--- src/rtl/nand_id_responder.sv ---
// Purpose: device-side NAND target that answers READ ID (90h), READ STATUS (70h) and RESET (FFh).
// Latency: 2 clks from a host pin edge to io_out/io_oe (one pin sample stage + one output register).
// Backpressure: none on the bus; rb_n=0 during the post-RESET busy window, in which only 70h is honoured.
// Ports: clk, reset (sync, active high); host pins nCE/CLE/ALE/nWE/nRE/io_in;
//        io_out/io_oe drive the shared IO bus; rb_n ready/busy#; id_done/bad_cmd 1-clk pulses;
//        state_dbg exposes the FSM state (0 idle, 1 id_addr, 2 id_out, 3 st_out, 4 busy).
module nand_id_responder #(
  parameter logic [7:0]  ID_B0    = 8'hEC,
  parameter logic [7:0]  ID_B1    = 8'hD3,
  parameter logic [7:0]  ID_B2    = 8'h51,
  parameter logic [7:0]  ID_B3    = 8'h95,
  parameter int unsigned RST_BUSY = 16
) (
  input  logic       clk,
  input  logic       reset,
  input  logic       nCE,
  input  logic       CLE,
  input  logic       ALE,
  input  logic       nWE,
  input  logic       nRE,
  input  logic [7:0] io_in,
  output logic [7:0] io_out,
  output logic       io_oe,
  output logic       rb_n,
  output logic       id_done,
  output logic       bad_cmd,
  output logic [2:0] state_dbg
);

  localparam int unsigned CW = (RST_BUSY > 1) ? $clog2(RST_BUSY) : 1;
  localparam logic [CW-1:0] CNT_INIT = CW'(RST_BUSY - 1);

  localparam logic [7:0] CMD_READ_ID = 8'h90;
  localparam logic [7:0] CMD_STATUS  = 8'h70;
  localparam logic [7:0] CMD_RESET   = 8'hFF;

  typedef enum logic [2:0] {
    S_IDLE    = 3'd0,
    S_ID_ADDR = 3'd1,
    S_ID_OUT  = 3'd2,
    S_ST_OUT  = 3'd3,
    S_BUSY    = 3'd4
  } state_t;

  // Pin sample stage (p_*) and one-clock-older copies of the strobes (q_*).
  logic       p_nce, p_cle, p_ale, p_nwe, p_nre;
  logic [7:0] p_io;
  logic       q_nwe, q_nre;

  always_ff @(posedge clk) begin
    if (reset) begin
      p_nce <= 1'b1;
      p_cle <= 1'b0;
      p_ale <= 1'b0;
      p_nwe <= 1'b1;
      p_nre <= 1'b1;
      p_io  <= 8'h00;
      q_nwe <= 1'b1;
      q_nre <= 1'b1;
    end else begin
      p_nce <= nCE;
      p_cle <= CLE;
      p_ale <= ALE;
      p_nwe <= nWE;
      p_nre <= nRE;
      p_io  <= io_in;
      q_nwe <= p_nwe;
      q_nre <= p_nre;
    end
  end

  logic we_rise, re_fall, re_rise;
  logic cmd_cyc, adr_cyc, rd_fall, rd_rise;

  always_comb begin
    we_rise = ~q_nwe & p_nwe & ~p_nce;
    re_fall = q_nre & ~p_nre & ~p_nce;
    re_rise = ~q_nre & p_nre & ~p_nce;
    cmd_cyc = we_rise & p_cle & ~p_ale;
    adr_cyc = we_rise & ~p_cle & p_ale;
    // A write strobe edge takes priority; a read edge in the same clock is dropped.
    rd_fall = re_fall & ~we_rise;
    rd_rise = re_rise & ~we_rise;
  end

  function automatic logic [7:0] id_byte(input logic [7:0] a, input logic [1:0] i);
    logic [7:0] b;
    b = 8'h00;
    if (a == 8'h00) begin
      case (i)
        2'd0:    b = ID_B0;
        2'd1:    b = ID_B1;
        2'd2:    b = ID_B2;
        default: b = ID_B3;
      endcase
    end else if (a == 8'h20) begin
      case (i)
        2'd0:    b = 8'h4F;
        2'd1:    b = 8'h4E;
        2'd2:    b = 8'h46;
        default: b = 8'h49;
      endcase
    end
    return b;
  endfunction

  state_t        state, state_nxt;
  logic [CW-1:0] cnt, cnt_nxt;
  logic [1:0]    byte_idx, byte_nxt;
  logic [7:0]    addr, addr_nxt;
  logic [7:0]    io_out_nxt;
  logic          oe_want, io_oe_nxt;
  logic          rb_nxt, id_done_nxt, bad_nxt;
  logic          st_busy, st_busy_nxt;   // 70h seen while busy: serve status reads

  always_comb begin
    state_nxt   = state;
    cnt_nxt     = cnt;
    byte_nxt    = byte_idx;
    addr_nxt    = addr;
    io_out_nxt  = io_out;
    oe_want     = io_oe;
    rb_nxt      = rb_n;
    id_done_nxt = 1'b0;
    bad_nxt     = 1'b0;
    st_busy_nxt = st_busy;

    case (state)
      S_BUSY: begin
        // Strobe handling first; the busy countdown below may still override the drive.
        if (p_nce) begin
          oe_want = 1'b0;
        end else if (cmd_cyc) begin
          oe_want = 1'b0;
          if (p_io == CMD_STATUS) st_busy_nxt = 1'b1;
        end else if (st_busy && rd_fall) begin
          io_out_nxt = rb_n ? 8'hE0 : 8'h80;
          oe_want    = 1'b1;
        end else if (st_busy && rd_rise) begin
          oe_want = 1'b0;
        end

        // rb_n rises when the count hits zero; the clock after that returns to idle.
        if (rb_n) begin
          state_nxt   = S_IDLE;
          st_busy_nxt = 1'b0;
          oe_want     = 1'b0;
        end else if (cnt == '0) begin
          rb_nxt = 1'b1;
        end else begin
          cnt_nxt = cnt - CW'(1);
        end
      end

      default: begin
        if (p_nce) begin
          state_nxt = S_IDLE;
          oe_want   = 1'b0;
        end else if (cmd_cyc) begin
          oe_want = 1'b0;
          case (p_io)
            CMD_READ_ID: state_nxt = S_ID_ADDR;
            CMD_STATUS:  state_nxt = S_ST_OUT;
            CMD_RESET: begin
              state_nxt   = S_BUSY;
              rb_nxt      = 1'b0;
              cnt_nxt     = CNT_INIT;
              st_busy_nxt = 1'b0;
            end
            default: begin
              state_nxt = S_IDLE;
              bad_nxt   = 1'b1;
            end
          endcase
        end else begin
          case (state)
            S_IDLE: ;
            S_ID_ADDR: begin
              if (adr_cyc) begin
                addr_nxt  = p_io;
                byte_nxt  = 2'd0;
                state_nxt = S_ID_OUT;
              end
            end
            S_ID_OUT: begin
              if (rd_fall) begin
                io_out_nxt = id_byte(addr, byte_idx);
                oe_want    = 1'b1;
              end else if (rd_rise) begin
                oe_want     = 1'b0;
                byte_nxt    = byte_idx + 2'd1;
                id_done_nxt = (byte_idx == 2'd3);
              end
            end
            S_ST_OUT: begin
              if (rd_fall) begin
                io_out_nxt = rb_n ? 8'hE0 : 8'h80;
                oe_want    = 1'b1;
              end else if (rd_rise) begin
                oe_want = 1'b0;
              end
            end
            default: state_nxt = S_IDLE;
          endcase
        end
      end
    endcase

    // Gate with the raw pins, which are what p_nwe/p_nce take on at the same edge,
    // so io_oe can never be high while the sampled nWE is low or nCE is high.
    io_oe_nxt = oe_want & nWE & ~nCE;
  end

  always_ff @(posedge clk) begin
    if (reset) begin
      state    <= S_IDLE;
      cnt      <= '0;
      byte_idx <= 2'd0;
      addr     <= 8'h00;
      io_out   <= 8'h00;
      io_oe    <= 1'b0;
      rb_n     <= 1'b1;
      id_done  <= 1'b0;
      bad_cmd  <= 1'b0;
      st_busy  <= 1'b0;
    end else begin
      state    <= state_nxt;
      cnt      <= cnt_nxt;
      byte_idx <= byte_nxt;
      addr     <= addr_nxt;
      io_out   <= io_out_nxt;
      io_oe    <= io_oe_nxt;
      rb_n     <= rb_nxt;
      id_done  <= id_done_nxt;
      bad_cmd  <= bad_nxt;
      st_busy  <= st_busy_nxt;
    end
  end

  assign state_dbg = state;

endmodule

--- config.mk ---
export PLATFORM = sky130hd
export DESIGN_NAME = nand_id_responder
export DESIGN_NICKNAME = d
export VERILOG_FILES = /design/src/rtl/nand_id_responder.sv
export SDC_FILE = /design/constraint.sdc
export NUM_CORES = 1
export LEC_CHECK = 0
export ABC_AREA = 1
export BUFFER_PORTS_ARGS = -buffer_cell sky130_fd_sc_hd__buf_2
export CAP_MARGIN = 0
export CORE_ASPECT_RATIO = 2
export CORE_UTILIZATION = 23
export DETAILED_ROUTE_END_ITERATION = 16
export PLACE_DENSITY = 0.5
export SYNTH_ARGS = -nofsm -noshare
export SYNTH_HDL_FRONTEND = slang
export SYNTH_SLANG_ARGS = --single-unit
--- constraint.sdc ---
create_clock -name clk -period 1.25 [get_ports clk]
set_input_delay 0.125 -clock clk [delete_from_list [all_inputs] [get_ports clk]]
set_output_delay 0.125 -clock clk [all_outputs]
set_load 0.02 [all_outputs]
[Word level (Yosys, flattened, before mapping)]
Cells that the tools add are included.
Storage, ports and cells
  register bits: 45
  bits of input ports: 15
  output and inout port bits: 15
  logic and storage cells: 148
Operators by class
  $add $sub $neg: 2
  equal/unequal tests: 25
  mux-type cells: 54
  bitwise gates (word level): 26
  reductions and logical operators: 23
Operator list (number)
  $mux 8: 9
  $mux 4: 6
  $pmux 8 s3: 1
  $mux 1: 23
  $eq 8x8->1 const B: 2
  $ne 2x2->1 const B: 8
  $pmux 8 s2: 1
  $mux 3: 5
  $and 1x1->1: 14
  $mux 7: 2
  $not 1->1: 12
  $pmux 4 s3: 1
  $reduce_and 6->1: 2
  $reduce_and 5->1: 2
  $pmux 3 s3: 1
  $eq 8x6->1 const B: 1
  $eq 8x7->1 const B: 1
  $logic_not 8->1: 1
  $reduce_bool 2->1: 4
  $reduce_and 7->1: 1
  $reduce_or 7->1: 1
  $eq 3x2->1 const B: 2
  $mux 2: 3
  $ne 3x3->1 const B: 2
  21 further kinds: 25

[Logic depth before layout (Yosys ltp)]
Gate-level depths: netlist of the first run.
  word-level depth: 14
  depth in mapped cells: 9
  depth with buffers taken out: 9

[Worst setup path after synthesis of the first run]
OpenSTA, ideal clock, no wires.
  path kind: register to register
  start point: reg state[0] (netlist: state_dbg[0])
  end point: reg cnt[2]
  data arrival time: 1.267 ns
  data required time: 1.116 ns
  path slack: -0.151 ns
  cell stages (with the launch flop): 9
  path buffers: 1
  clock period less this slack: 1.401 ns
  path through: dfxtp_1 inv_2 nand3_2 buf_2 inv_1 nand2_1 nand2_1 nand2_1 a21oi_1
On the way
  cells in the longest elaborated chain, start to end: 3
Ends and longest elaborated chain
  from (decl): RTL line 107  | state_t state, state_nxt;
  from (signal assigned): RTL line 227  | state <= state_nxt;
  $eq 3x3->1 (*): RTL line 128  | case (state)
  $ne 2x2->1 (no line), or another cell as far along
  $reduce_and 5->1 (no line)
  to (signal assigned): RTL line 228  | cnt <= cnt_nxt;
  to (decl): RTL line 108  | logic [CW-1:0] cnt, cnt_nxt;
Every way passes the cells marked *; elsewhere a longest branch is shown, timed or not.
A chain may end at the register's enable or synchronous reset.

[Worst setup path after layout of the first run]
  start point: reg p_nce
  end point: reg byte_idx[1]
On the way
  cells in the longest elaborated chain, start to end: 6
Ends and longest elaborated chain
  from (decl): RTL line 46  | logic p_nce, p_cle, p_ale, p_nwe, p_nre;
  from (signal assigned): RTL line 61  | p_nce <= nCE;
  $not 1->1 (no line) (*)
  $and 1x1->1: RTL line 76  | we_rise = ~q_nwe & p_nwe & ~p_nce;
  $and 1x1->1, or another cell as far along: RTL line 80  | adr_cyc = we_rise & ~p_cle & p_ale;
  $and 1x1->1, on equally long branches
  $ne 2x2->1 (no line) or $not 1->1 (tied branches)
  $reduce_and 7->1 (no line) (*)
  to (signal assigned): RTL line 229  | byte_idx <= byte_nxt;
  to (decl): RTL line 109  | logic [1:0] byte_idx, byte_nxt;
Marked as above.

==> results of run 1 <==
==> per-layer routing <==
layer / part of all wire (%) / global-route usage [%] / vias to the layer above / wire length [microns]
li1: - / - / 1073 / -
met1: 35 / 10.5 / 891 / 1900
met2: 58 / 23.3 / 28 / 3100
met3: 2.3 / 1.98 / 10 / 124
met4: 4.3 / 7.67 / 0 / 231
met5: 0 / 0 / - / 0
==> metrics by stage <==
| step | setup slack (ns) | hold slack (ns) | cell area, sq um | TNS (ns) |
|---|---|---|---|---|
| 2_1_floorplan | -0.0146 | 0.229 | 2120 | -0.0146 |
| 3_3_place_gp | -0.0765 | 0.320 | 2670 | -0.751 |
| 3_5_place_dp | -0.103 | 0.324 | 2670 | -1.27 |
| 4_1_cts | -0.0483 | 0.0187 | 2910 | -0.346 |
| 5_1_grt | -0.128 | 0.0275 | 2990 | -1.71 |
| 6_report | -0.0418 | 0.0261 | 2990 | -0.165 |
==> area by class of cell <==
type	instances	share of cell area, %
Multi-Input combinational cell	197	37.9
Sequential cell	45	30.4
Timing Repair Buffer	69	16.0
Inverter	50	6.37
Tap cell	102	4.27
Clock buffer	5	4.19
Clock inverter	3	0.879
==> worst paths after layout <==
| path | from | cells after the start | to | slack, ns |
|---|---|---|---|---|
| worst max register to register | p_nce$_SDFF_PP1_ | 6 | byte_idx[1]$_SDFFE_PP0P_ | -0.04 |
| worst min register to register | p_nre$_SDFF_PP1_ | 2 | q_nre$_SDFF_PP1_ | 0.44 |
| worst min-delay path | nCE | 3 | p_nce$_SDFF_PP1_ | 0.03 |
| worst max-delay path | p_nce$_SDFF_PP1_ | 6 | byte_idx[1]$_SDFFE_PP0P_ | -0.04 |
==> cells in the final DEF, fill, tap and decap left out, drive strengths merged, types with 4 or more instances in the layout <==
cell type,instances
o211ai,6
ha,6
nand2,62
nor3,4
buf,69
inv,53
clkbuf,5
nand3,29
a21oi,15
dfxtp,45
o21ai,18
nor2,49
==> registers in the layout (all words and copies together) (netlist names), 2 cells and up <==
name and flops:
addr 8, cnt 4, state_dbg 3, io_out 8
byte_idx 2, p_io 8
==> worst max-delay path, delay by kind of cell (launching register included) <==
family	cells	cell delay (ns)
flops	1	0.37
simple gates	4	0.50
compound gates	2	0.31
==> power breakdown <==
part,internal (mW),switching (mW),total [mW]
registers,1.46,0.0202,1.48
logic,0.0698,0.0921,0.162
clock network,0.763,0.601,1.36
==> Yosys cell counts <==
master,number
a211oi_1,2
a21oi_1,14
a21oi_2,1
buf_2,1
buf_6,1
clkbuf_1,4
dfxtp_1,45
ha_1,6
inv_1,43
inv_2,7
nand2_1,62
nand3_1,22
nand3_2,6
nand3_4,1
nand4_1,1
nor2_1,48
nor2_4,1
nor3_1,4
nor4_1,1
o211ai_1,6
o21ai_0,8
o21ai_1,6
o21ai_2,4
or2_2,3
xor2_1,1
==> cells by family after synthesis <==
family / after synthesis / share of synthesized area [%]
AND/OR/NAND/NOR: 149 / 31.4
adder cells (fa/ha/maj): 6 / 3.56
AO/OA/AOI/OAI: 41 / 11.6
buffers and inverters: 56 / 10.4
XOR/XNOR: 1 / 0.415
flip-flops: 45 / 42.7
==> repair_timing <==
action	4_1_cts	5_1_grt
pin swaps	5	10
setup buffers	1	1
endpoints found under the hold margin	0	0
resized for setup	27	24
endpoints found under the setup margin	28	29
==> reports/qor.yml, run 1 <==
clock_tree:
  cts_inserted_buffers: 5
  htree_levels: 2
  path_clk_slew_ns: 0.07
  cts_tree: "yes"
  clk_latency_ns: 0.29
  clk_path_buf_depth: 2
  cts_num_sinks: 45
  cts-root-buf: "clkbuf_16"
  cts_hold_buffers: 0
setup_path:
  critPathLaunchType: "flop"
  required_ns: 1.43
  crit_fanout: 4
  end_kind: "flop"
  critPathSlowestCell: "dfxtp_4"
  worstSetupPathType: "reg -> reg"
  worstPathArrival_ns: 1.47
  worstPathCellList: "nor3_1 > nand2_1 > o21ai_2 > nand2_1 > o21ai_1 > nor2_1"
  cp_slowest_stage_delay_ns: 0.37
  crit_path_frequent_cell: "nand2_1"
grt:
  grt.total_usage_pct: 11.7
  overflow: 0
  grt_max_degree: 28
  first_global_vias: 1902
  grt_pass1_wl_mm: 8.52
  grt_antenna_before_repair: 0
routing:
  drt_iter0_drc: 73
  vias_per_cell: 4.25
  postRouteAntennaNets: 0
  vias: 2002
  routed_wl_mm: 5.35
  drc: 0
  routedWlPerCell_microns: 11.4
  firstDrtPassIters: 4
outcome:
  failed_checks: "negative setup slack"
  status: "finished with violations"
synthesis:
  ys_seq_area_share_pct: 42.7
  syn_area_per_cell_sq_um: 7.08
  yosysWarnings: 0
  synth_top_area_share_pct: 42.7
  syn_inst: 298
  yosys.area.top_type: "dfxtp_1"
  mappedNetlistNets: 319
  ys_seq_elements: 45
  synth.cell_area_sq_um: 2110
  synth.area.top_cells: "dfxtp_1 (43%), nand2_1 (11%), nor2_1 (8.5%)"
  synth_cell_type_count: 25
floorplanning:
  rows: 49
  die_w_microns: 69.7
  die_area_sq_um: 9590
  die_h_microns: 137
  num_io_pins: 30
  initial_utilization_pct: 23.6
  coreArea_sq_um: 8950
finish:
  seq_area_sq_um: 908
  fin_nets: 389
  nFillCells: 973
  syn2layout_area_growth_pct: 41.6
  multi_input_area_sq_um: 1130
  final_util_pct: 33.4
  stdcell_count: 471
  antenna_cells: 0
  drive_gt1_share_pct: 38.2
sta:
  worst_slew_margin_rel_pct: 83.8
  setup_ws_ns: -0.0418
  period_minus_slack_ns: 1.29
  rsz0062_at_grt: "true"
  hold_violations: 0
  skew_ns: 0.00871
  finalMaxSlewViolations: 0
  fmax_mhz: 774
  setup_viol: 7
  worstMarginPinSlew_ns: 0.241
  finalCritPeriodShare_pct: 103
run:
  maxCapViolCount: 0
placement:
  place_inst: 461
  gp_congestion: 0.811
  io_buffers: 29
  dp_hpwl_mm: 4.16
power_and_ir_drop:
  leakagePower_nw: 1.38
  power_mw: 3.01
  power_density_nw_per_um2: 1010
  max-vdd-ir-drop_mv: 0.622
hold_path:
  hold_class: "in -> reg"
(Power assumes the default switching activity.)
==> run 2, diff against run 1 <==
--- a/config.mk
+++ b/config.mk
@@ -6,10 +6,11 @@
 export NUM_CORES = 1
 export LEC_CHECK = 0
 export ABC_AREA = 1
-export BUFFER_PORTS_ARGS = -buffer_cell sky130_fd_sc_hd__buf_2
+export BUFFER_PORTS_ARGS = -buffer_cell sky130_fd_sc_hd__buf_4
 export CAP_MARGIN = 0
 export CORE_ASPECT_RATIO = 2
 export CORE_UTILIZATION = 23
+export CTS_BUF_LIST = sky130_fd_sc_hd__clkbuf_8
 export DETAILED_ROUTE_END_ITERATION = 16
 export PLACE_DENSITY = 0.5
 export SYNTH_ARGS = -nofsm -noshare
==> run 2 against run 1 <==
Clock skew grew 0.0018 ns; combinational power grew 15%; first-iteration DRC count shrank 16%; critical path depth increased by 2; wire length rose by 1.4%; worst setup slack got worse by 0.059 ns; the flow still finishes with violations (negative setup slack); largest power group unchanged; highest routed layer unchanged.
==> reports/qor.yml, run 2 (synthesis gave the netlist of run 1 again) <==
grt:
  grt_antenna_before_repair: 0
  first_global_vias: 2054
  overflow: 0
  grt_pass1_wl_mm: 9.07
  grt.total_usage_pct: 12.3
  grt_max_degree: 23
sta:
  finalCritPeriodShare_pct: 108
  fmax_mhz: 740
  period_minus_slack_ns: 1.35
  finalMaxSlewViolations: 0
  rsz0062_at_grt: "true"
  skew_ns: 0.0105
  worstMarginPinSlew_ns: 0.274
  hold_violations: 0
  setup_viol: 28
  worst_slew_margin_rel_pct: 81.6
  setup_ws_ns: -0.101
setup_path:
  required_ns: 1.50
  crit_fanout: 7
  reg2reg_depth: 8
  critPathLaunchType: "flop"
  end_kind: "flop"
  worstPathArrival_ns: 1.60
  worstSetupPathType: "reg -> reg"
floorplanning:
  coreArea_sq_um: 8950
  rows: 49
  die_area_sq_um: 9590
  die_h_microns: 137
  die_w_microns: 69.7
  initial_utilization_pct: 23.6
  num_io_pins: 30
finish:
  syn2layout_area_growth_pct: 45.0
  final_cell_mix: "buf_4 (63), nand2_1 (52), inv_1 (41), nor2_1 (39), dfxtp_1 (39)"
  final_common_cell: "buf_4"
  antenna_cells: 0
  multi_input_area_sq_um: 1140
  seq_area_sq_um: 911
  design_area_sq_um: 3060
  nFillCells: 969
  drive_gt1_share_pct: 37.1
  fin_nets: 392
  stdcell_count: 474
  reg_top3: "addr x8, io_out x8, p_io x8"
power_and_ir_drop:
  power_density_nw_per_um2: 866
  leakagePower_nw: 1.39
  max-vdd-ir-drop_mv: 0.527
routing:
  firstDrtPassIters: 4
  routed_wl_mm: 5.43
  drt_iter0_drc: 61
  postRouteAntennaNets: 0
  vias: 2039
  vias_per_cell: 4.30
  drc: 0
  routedWlPerCell_microns: 11.4
placement:
  dp_hpwl_mm: 4.25
  dpl_cell_area_sq_um: 2750
  dp_slack_ns: -0.189
  place_inst: 462
  io_buffers: 29
  gp_congestion: 0.779
hold_path:
  hold_class: "in -> reg"
  min_path_cells: 3
outcome:
  failed_checks: "negative setup slack"
  status: "finished with violations"
clock_tree:
  cts_num_sinks: 45
  path_clk_slew_ns: 0.09
  cts_tree: "yes"
  clk_latency_ns: 0.31
  cts-root-buf: "clkbuf_8"
  clk_path_buf_depth: 2
  cts_inserted_buffers: 5
  htree_levels: 2
run:
  maxCapViolCount: 0
==> run 2: cell count changes in the layout (fill, tap and decap cells not counted), moves of 5 or more <==
cell,previous run,this run
buf_2,29,0
clkbuf_16,5,0
clkbuf_8,0,6
buf_4,36,63
==> run 2: critical path: stages (launching register included) <==
cell and delay [ns]:
dfxtp_2 0.33, inv_2 0.07, nand2_2 0.05, nor2_2 0.14, nand3_2 0.12, o21ai_4 0.26, buf_6 0.15, nand3_2 0.06
a21oi_2 0.11
==> run 2: cell type report <==
cell class                      instances  area share, %
Sequential cell                        45           29.8
Multi-Input combinational cell        197           37.2
Tap cell                              102           4.17
Clock inverter                          2          0.450
Inverter                               50           6.46
Timing Repair Buffer                   72           19.3
Clock buffer                            6           2.70
==> run 2: worst paths after layout <==
check | start | end | slack (ns)
hold reg to reg | cnt[3]$_SDFFE_PP0P_ | cnt[3]$_SDFFE_PP0P_ | 0.49
setup / recovery | p_nre$_SDFF_PP1_ | io_out[3]$_SDFFE_PP0P_ | -0.10
setup reg to reg | p_nre$_SDFF_PP1_ | io_out[3]$_SDFFE_PP0P_ | -0.10
hold / removal | CLE | p_cle$_SDFF_PP0_ | 0.007
==> run 2: metal layers <==
metal,vias up,share of wire (%),routed length [microns],global-route usage (%)
met3,8,2.4,128,1.90
met5,-,0,0,0
met4,0,2.8,150,6.78
li1,1079,-,-,-
met2,24,59,3210,25.1
met1,928,36,1940,11.2
==> run 2: repair_timing <==
item                                    4_1_cts  5_1_grt
cloned                                        0        0
buffers inserted                              1        2
resized for setup                            30       23
hold buffers                                  1        0
pin swaps                                     4        7
endpoints found under the setup margin       29       29
endpoints found under the hold margin         1        0
==> run 2: per-stage QoR <==
| stage | hold slack [ns] | utilization [%] | TNS (ns) | power (mW) |
|---|---|---|---|---|
| finish | 0.00718 | 34.2 | -1.71 | 2.65 |
| global route | 0.0112 | 34.2 | -4.28 | 2.77 |
| CTS | 0.00185 | 33.2 | -1.43 | 2.68 |
| detailed placement | 0.321 | 30.7 | -2.86 | 1.68 |
| global placement | 0.325 | 30.7 | -2.41 | 1.68 |
| floorplan | 0.229 | - | -0.0146 | 1.59 |
==> run 2: where the power goes <==
group          leakage, nW  internal (mW)  total [mW]  switching [mW]
clock network       0.0512          0.449       0.983           0.534
registers            0.368           1.46        1.48          0.0219
logic                0.971         0.0912       0.186          0.0946
==> run 3, diff against run 2 <==
--- a/config.mk
+++ b/config.mk
@@ -5,7 +5,6 @@
 export SDC_FILE = /design/constraint.sdc
 export NUM_CORES = 1
 export LEC_CHECK = 0
-export ABC_AREA = 1
 export BUFFER_PORTS_ARGS = -buffer_cell sky130_fd_sc_hd__buf_4
 export CAP_MARGIN = 0
 export CORE_ASPECT_RATIO = 2
@@ -13,6 +12,7 @@
 export CTS_BUF_LIST = sky130_fd_sc_hd__clkbuf_8
 export DETAILED_ROUTE_END_ITERATION = 16
 export PLACE_DENSITY = 0.5
+export SLEW_MARGIN = 20
 export SYNTH_ARGS = -nofsm -noshare
 export SYNTH_HDL_FRONTEND = slang
 export SYNTH_SLANG_ARGS = --single-unit
==> run 3 against run 2 <==
The flow still finishes with violations (negative setup slack); non-clock buffer count up 25; combinational power down 3%; largest cell class unchanged; critical endpoint is now io_out[0]$_SDFFE_PP0P_; critical path depth down 3; cell count down 14%; critical path type unchanged; via count down 8.0%; hold slack better by 0.0091 ns.
==> reports/qor.yml, run 3 <==
power_and_ir_drop:
  max-vdd-ir-drop_mv: 0.494
  power_density_nw_per_um2: 860
  leakagePower_nw: 1.30
  p_sw_share_pct: 22.9
  combPwrFrac_pct: 6.4
  power_mw: 2.79
  clkPwrFrac_pct: 41.0
  power.switching_mw: 0.640
  power.internal_mw: 2.15
  pwr-share-seq_pct: 52.6
clock_tree:
  path_clk_slew_ns: 0.10
  cts_num_sinks: 45
  clk_path_buf_depth: 2
  cts-root-buf: "clkbuf_8"
  htree_levels: 2
  cts_tree: "yes"
  clk_latency_ns: 0.32
  cts_inserted_buffers: 5
sta:
  finalCritPeriodShare_pct: 128
  whs_ns: 0.0163
  worst_slew_margin_rel_pct: 67.9
  setup_viol: 29
  hold_violations: 0
  finalMaxSlewViolations: 0
  setup_ws_ns: -0.352
  period_minus_slack_ns: 1.60
  rsz0062_at_grt: "true"
  worstMarginPinSlew_ns: 0.482
  fmax_mhz: 624
  skew_ns: 0.0165
  tns_ns: -7.50
routing:
  drt_iter0_drc: 50
  drc: 0
  routedWlPerCell_microns: 14.0
  vias_per_cell: 4.57
  firstDrtPassIters: 4
  routed_wl_mm: 5.74
  postRouteAntennaNets: 0
  vias: 1875
grt:
  first_global_vias: 1970
  grt_pass1_wl_mm: 9.18
  grt_antenna_before_repair: 0
  overflow: 0
  grt_max_degree: 48
  grt.total_usage_pct: 12.6
synthesis:
  synth_top_area_share_pct: 42.7
  synthArstFlopShare_pct: 0
  ys_seq_elements: 45
  synthFlopType: "dfxtp_1"
  synth.area.top_cells: "dfxtp_1 (43%), mux2i_1 (6.2%), nor2_1 (3.9%)"
  mappedNetlistNets: 234
  syn_area_per_cell_sq_um: 9.91
  synth.most_common_cell: "dfxtp_1"
  ys_seq_area_share_pct: 42.7
  yosys.area.top_type: "dfxtp_1"
  synth_cell_type_count: 58
  yosysWarnings: 0
  syn_inst: 213
  synth.cell_area_sq_um: 2110
  synth-edff-count: 0
  synthTopCellsByCount: "dfxtp_1 (45), nor2_1 (22), mux2i_1 (13)"
outcome:
  failed_checks: "negative setup slack"
  status: "finished with violations"
finish:
  drive_gt1_share_pct: 49.0
  syn2layout_area_growth_pct: 53.8
  fin_nets: 328
  final_common_cell: "buf_4"
  reg_top3: "addr x8, io_out x8, p_io x8"
  antenna_cells: 0
  stdcell_count: 410
  final_cell_mix: "buf_4 (89), dfxtp_1 (39), nor2_1 (19), nor2b_1 (11), mux2i_1 (11)"
floorplanning:
  die_w_microns: 69.7
  die_area_sq_um: 9590
  die_h_microns: 137
  rows: 49
  num_io_pins: 30
  initial_utilization_pct: 23.6
  coreArea_sq_um: 8950
setup_path:
  critPathSlowestCell: "or4_4"
  end_kind: "flop"
  required_ns: 1.50
  crit_fanout: 4
  r2r_start: "addr[3]$_SDFFE_PP0P_"
  cpLargestDelayFamily: "simple AND/OR/NAND/NOR gates"
  cp_slowest_stage_delay_ns: 0.54
  cp_num_buf_inv: 1
  critPathLaunchType: "flop"
  worstSetupPathType: "reg -> reg"
  worstPathCellList: "or4_4 > nor4_4 > buf_4 > nand3_2 > a21oi_1"
  cp-startpoint: "addr[3]$_SDFFE_PP0P_"
  worstPathArrival_ns: 1.85
run:
  maxCapViolCount: 0
hold_path:
  hp-start: "nWE"
  hold_class: "in -> reg"
placement:
  io_buffers: 29
  gp_congestion: 0.812
  dp_hpwl_mm: 4.36
  place_inst: 390
run 3: cell count changes after synthesis, sizes merged, moves of 13 or more:
cell   change
nor2      -27
inv       -43
mux2i     +13
o21ai     -17
nand2     -51
nand3     -24
run 3: routing by layer:
layer  vias up  wire, microns  global-route usage [%]  share of wire [%]
li1        938              -                       -                  -
met1       890           2010                    11.1                 35
met5         -              0                       0                  0
met4         0            258                    8.56                4.5
met3        18             96                    1.54                1.7
met2        29           3380                    25.6                 59
run 3: per-stage QoR:
stage	setup slack (ns)	util [%]	area [sq um]
floorplan	-0.354	-	2190
global placement	-0.388	32.5	2910
detailed placement	-0.378	32.5	2910
CTS	-0.349	35.4	3160
global route	-0.450	36.3	3250
finish	-0.352	36.3	3250
run 3: power by group through the flow:
stage / Combinational (mW) / Clock, mW / Sequential [mW]
after floorplan: 0.0791 / 0 / 1.50
after global placement: 0.168 / 0 / 1.50
after detailed placement: 0.169 / 0 / 1.50
after CTS: 0.180 / 1.19 / 1.47
after global routing: 0.195 / 1.21 / 1.47
final: 0.180 / 1.14 / 1.47
run 3: kinds of logic (layout without fill, tap and decap cells):
group | count (synthesis) | after routing | synth area share (%)
and+or+nand+nor | 101 | 101 | 31.2
DFF | 45 | 45 | 42.7
AOI/OAI and AO/OA | 30 | 30 | 11.6
buffers and inverters | 17 | 112 | 4.33
muxes | 13 | 13 | 6.16
adders and majority gates | 6 | 6 | 3.56
xor gates and xnor gates | 1 | 1 | 0.415
run 3: final cells by class:
cell class,count,area (sq um)
Tap cell,102,128
Fill cell,921,5700
Inverter,7,26.3
Multi-Input combinational cell,151,1290
Sequential cell,45,916
Clock buffer,5,68.8
Timing Repair Buffer,97,774
Clock inverter,3,42.5
run 3: path summary, 6_finish.rpt:
kind / cells past startpoint / slack [ns] / end
hold reg to reg: 1 / 0.48 / q_nre$_SDFF_PP1_
hold / removal: 2 / 0.02 / p_nwe$_SDFF_PP1_
setup reg to reg: 5 / -0.35 / io_out[0]$_SDFFE_PP0P_
setup / recovery: 5 / -0.35 / io_out[0]$_SDFFE_PP0P_
run 3: repair_timing:
item / 4_1_cts / 5_1_grt
hold endpoints to repair: 1 / 0
setup buffers: 9 / 2
hold buffers: 1 / 0
setup endpoints to repair: 30 / 29
gates resized for setup: 15 / 14
pin swaps: 7 / 10
run 3: worst register-to-register path, cell delays in order, from the launching register on:
cell     delay [ns]
dfxtp_2        0.33
or4_4          0.54
nor4_4         0.30
buf_4          0.17
nand3_2        0.06
a21oi_1        0.13
